--- src/rtl/fetch_ctrl_pkg.sv ---
// Shared fetch types and constants: controller state encoding, reset PC,
// the NOP used to fill an empty slot, and the PC step.
package rvnova_fetch_pkg;

  typedef enum logic [2:0] {BOOT, REQ, WAIT, FULL, FAULT} state_e;

  localparam logic [31:0] RESET_PC_DEF = 32'h0000_0000;
  localparam logic [31:0] NOP_INST_DEF = 32'h0000_0013;
  localparam logic [31:0] PC_INC       = 32'd4;

endpackage

--- src/rtl/fetch_ctrl.sv ---
// Single-outstanding instruction fetch sequencer with redirect/squash.
// Define FETCH_ALIGN_CHECK_EN to trap misaligned redirect targets in FAULT.
module fetch_ctrl
  import rvnova_fetch_pkg::*;
#(
  parameter logic [31:0] RESET_PC = RESET_PC_DEF,
  parameter logic [31:0] NOP_INST = NOP_INST_DEF
) (
  input  logic        clk,
  input  logic        rst_n,
  input  logic        redirect_valid,
  input  logic [31:0] redirect_pc,
  output logic        imem_req,
  output logic [31:0] imem_addr,
  input  logic        imem_gnt,
  input  logic        imem_rvalid,
  input  logic [31:0] imem_rdata,
  output logic        if_valid,
  output logic [31:0] if_inst,
  output logic [31:0] if_pc,
  input  logic        if_ready,
  output logic        fetch_fault
);

  state_e      state, state_n;
  logic [31:0] pc, pc_n, inst_q, inst_n, ipc_q, ipc_n, tgt;
  logic        kill, kill_n, outstanding, out_after, misalign;

  always_comb begin
    state_n = state;
    pc_n    = pc;
    kill_n  = kill;
    inst_n  = inst_q;
    ipc_n   = ipc_q;
    // A request is in flight in WAIT, or in FAULT while a squashed one drains.
    outstanding = (state == WAIT) || (state == FAULT && kill);
    out_after   = (state == REQ && imem_gnt) || (outstanding && !imem_rvalid);
`ifdef FETCH_ALIGN_CHECK_EN
    tgt      = redirect_pc;
    misalign = |redirect_pc[1:0];
`else
    tgt      = {redirect_pc[31:2], 2'b00};
    misalign = 1'b0;
`endif
    if (redirect_valid) begin
      pc_n   = tgt;
      inst_n = NOP_INST;
      kill_n = out_after;
      if (misalign) begin
        state_n = FAULT;
        ipc_n   = redirect_pc;
      end else begin
        state_n = out_after ? WAIT : REQ;
      end
    end else begin
      case (state)
        BOOT: state_n = REQ;
        REQ:  if (imem_gnt) state_n = WAIT;
        WAIT: if (imem_rvalid) begin
          if (kill) begin
            kill_n  = 1'b0;
            state_n = REQ;
          end else begin
            inst_n  = imem_rdata;
            ipc_n   = pc;
            pc_n    = pc + PC_INC;
            state_n = FULL;
          end
        end
        FULL: if (if_ready) begin
          inst_n  = NOP_INST;
          state_n = REQ;
        end
        FAULT: if (imem_rvalid) kill_n = 1'b0;
        default: state_n = BOOT;
      endcase
    end
  end

  always_ff @(posedge clk or negedge rst_n) begin
    if (!rst_n) begin
      state  <= BOOT;
      pc     <= RESET_PC;
      kill   <= 1'b0;
      inst_q <= NOP_INST;
      ipc_q  <= 32'h0;
    end else begin
      state  <= state_n;
      pc     <= pc_n;
      kill   <= kill_n;
      inst_q <= inst_n;
      ipc_q  <= ipc_n;
    end
  end

  assign imem_req  = (state == REQ);
  assign imem_addr = pc;
  assign if_valid  = (state == FULL);
  assign if_inst   = inst_q;
  assign if_pc     = ipc_q;
`ifdef FETCH_ALIGN_CHECK_EN
  assign fetch_fault = (state == FAULT);
`else
  assign fetch_fault = 1'b0;
`endif

endmodule
--- config.mk ---
export PLATFORM = sky130hd
export DESIGN_NAME = fetch_ctrl
export DESIGN_NICKNAME = d
export VERILOG_FILES = /design/src/rtl/fetch_ctrl_pkg.sv /design/src/rtl/fetch_ctrl.sv
export SDC_FILE = /design/constraint.sdc
export NUM_CORES = 1
export LEC_CHECK = 0
export BUFFER_PORTS_ARGS = -buffer_cell sky130_fd_sc_hd__buf_2
export CAP_MARGIN = 25
export CORE_UTILIZATION = 53
export CTS_CLUSTER_DIAMETER = 200
export DETAILED_ROUTE_END_ITERATION = 7
export GPL_ROUTABILITY_DRIVEN = 0
export PLACE_DENSITY = 0.85
export SETUP_SLACK_MARGIN = 0.1
export SLEW_MARGIN = 20
export SYNTH_ARGS = -nofsm -noshare
export SYNTH_HDL_FRONTEND = slang
export SYNTH_SLANG_ARGS = --single-unit
--- constraint.sdc ---
create_clock -name clk -period 3.9 [get_ports clk]
set_input_delay 0.195 -clock clk [delete_from_list [all_inputs] [get_ports clk]]
set_output_delay 0.195 -clock clk [all_outputs]
set_load 0.01 [all_outputs]
==> impl_metrics.json <==
{
  "drv_cap": 0,
  "cts-root-buf": "clkbuf_8",
  "fin_cells": 686,
  "fillers": 673,
  "fmax_mhz": 404.9,
  "holdCritPathClass": "input port to flop",
  "synth_edf_count": 0,
  "drive_gt1_share_pct": 38.04,
  "numClockSinks": 95,
  "synth_area_leader_cell": "dfrtp_1",
  "fp.coreArea_um2": 8258,
  "cts_tree": "done",
  "start_kind": "flop",
  "htree_num_levels": 3,
  "stdcell_area_um2": 5584,
  "synth_top_area_share_pct": 50.87,
  "path_max_fanout": 20,
  "timing.hold.ws_ns": 0.04907,
  "critical_path.endpoint": "if_pc[22]$_DFFE_PN0P_",
  "post-place-ws_ns": 1.369,
  "clk_path_buf_depth": 2,
  "via_per_inst": 5.516,
  "rsz0062_at_grt": "false",
  "min_period_ns": 2.470,
  "hold_viol_final": 0,
  "avgSynthCellArea_um2": 10.62,
  "r2r_cells": 4,
  "grt_overflow_total": 0,
  "power.density_nw_per_um2": 572.5,
  "status": "complete, no violations",
  "reg2reg_slack_ns": 1.43,
  "ys.flop_type": "dfrtp_1",
  "slew_headroom_pct": 51.32,
  "clkLatencyLatePin_ns": 0.35,
  "dieArea_um2": 8912,
  "syn_inst": 426,
  "clkTransAtPathRegs_ns": 0.09,
  "synth_area_leaders": "dfrtp_1 (51%), mux2_2 (8.5%), mux2i_1 (6.6%), nand2_1 (4.3%), inv_1 (2.7%)",
  "final_util_pct": 67.62,
  "num_vias": 3784,
  "critPathArrivalTime_ns": 2.71,
  "antenna_found_initial": 0,
  "ys_types": 41,
  "synth_async_sr_flop_share_pct": 100.0,
  "post-route-period-util_pct": 63.33,
  "worstMarginPinSlew_ns": 0.7274,
  "diodes": 0,
  "route.detailed.drc": 0,
  "cts_buffers": 9,
  "wirelength_um": 10430,
  "dieHeight_um": 94.41,
  "grt_use_total_pct": 23.78,
  "grt_pass1_wl_um": 16450,
  "crit_required_ns": 4.14,
  "ir_drop_v": 0.0003552,
  "yosysSeqAreaShare_pct": 52.61,
  "crit_type": "flop to flop",
  "ant_nets": 0,
  "firstDrtPassIters": 4,
  "avgRoutedWirePerCell_um": 15.21,
  "final_cell_mix": "buf_2 (160), dfrtp_1 (92), nand2_1 (52)",
  "yosysWarningCount": 0,
  "grt_pass1_vias": 3516,
  "syn-cell-area_um2": 4526,
  "rows": 33,
  "totalPowerFinal_mw": 3.197,
  "setup_slack_ns": 1.430,
  "postCtsSetupBuffers": 0,
  "io_pins": 169,
  "grt_max_degree": 55,
  "nets": 648,
  "start_util_pct": 54.80,
  "synth-seq-cells": 95,
  "die_w_um": 94.41,
  "portBuffers": 161,
  "crit_path_end_kind": "flop",
  "placed_cells": 670,
  "drv_slew": 0,
  "dpl_cell_area_um2": 5356,
  "setup_violations": 0,
  "fin_tns_setup_ns": 0,
  "p_leak_nw": 2.793,
  "syn_to_final_growth_pct": 23.39,
  "hpwl_um": 7483,
  "clock_skew_ns": 0.01012,
  "crit_path_start": "state[0]$_DFFE_PN0P_",
  "final_common_cell": "buf_2",
  "r2r_start": "state[0]$_DFFE_PN0P_",
  "reg2reg_to": "if_pc[22]$_DFFE_PN0P_",
  "drtIter0Drc": 143
}
[synth_stat cells (all sizes together) (3+ instances only)]
cell	number
nand3	11
buf	20
inv	33
or3	7
a31oi	17
mux2	34
nand4	14
and2	5
o31ai	11
o21ai	15
nor2	18
o211ai	4
dfrtp	92
dfstp	3
nand2	52
mux2i	30
clkbuf	9
xor2	6
or4	15
and3	6
and4	5
[how the worst min path moves through the flow]
stage	start	end	depth (start not counted)
3_3_place_gp	rst_n	if_pc[6]$_DFFE_PN0P_	1
4_1_cts	redirect_pc[2]	imem_addr[2]$_DFFE_PN0P_	3
6_report	redirect_pc[2]	imem_addr[2]$_DFFE_PN0P_	3
3_5_place_dp	rst_n	if_pc[5]$_DFFE_PN0P_	1
2_1_floorplan	rst_n	if_inst[10]$_DFFE_PN0P_	0
5_1_grt	redirect_pc[17]	imem_addr[17]$_DFFE_PN0P_	3
[cell families after synthesis]
group | Yosys count | share of synthesized area, %
mux | 64 | 15.10
other cells | 1 | 0.08286
simple gates | 142 | 16.59
buf+inv | 62 | 6.276
xor+xnor | 8 | 1.548
compound gates | 53 | 7.520
flops | 95 | 52.61
fa+ha+maj | 1 | 0.2764
[metal layers]
layer | up-vias | wire length (um) | GRT usage, %
li1 | 1786 | - | -
met1 | 1866 | 4594 | 31.86
met2 | 116 | 5140 | 38.83
met3 | 16 | 469 | 3.543
met4 | 0 | 227 | 9.487
met5 | - | 0 | 0
[critical path, cell delays in order, from the launching register on]
cell,delay (ns)
dfrtp_1,0.50
and4bb_2,0.57
and2_1,0.52
buf_4,0.39
mux2_2,0.38
[state kept, by name, summed over array words and instances, names as in the netlist]
name,cells
kill,1
if_pc,30
state,2
imem_addr,30
if_inst,32
[area by class of cell]
type	instances	area [um^2]	share of cell area (%)
multi-input combinational	273	1894	33.92
inverter	33	123.9	2.218
tap	105	131.4	2.353
clock inverter	3	67.56	1.210
clock buffer	12	145.1	2.599
sequential	95	2381	42.64
timing repair buffer	165	840.8	15.06
[where the power goes]
| part | leakage [nW] | internal, mW | total (mW) | switching, mW |
|---|---|---|---|---|
| clock | 0.103 | 0.376 | 0.702 | 0.326 |
| sequential | 1.18 | 1.27 | 1.47 | 0.191 |
| combinational | 1.51 | 0.488 | 1.03 | 0.541 |
[what timing repair did]
item                                   in CTS  in global routing
hold buffers                                1                  0
gates resized for setup                     0                  0
endpoints found under the hold margin      53                  0
No activity file was read; power rests on OpenSTA's default activity.
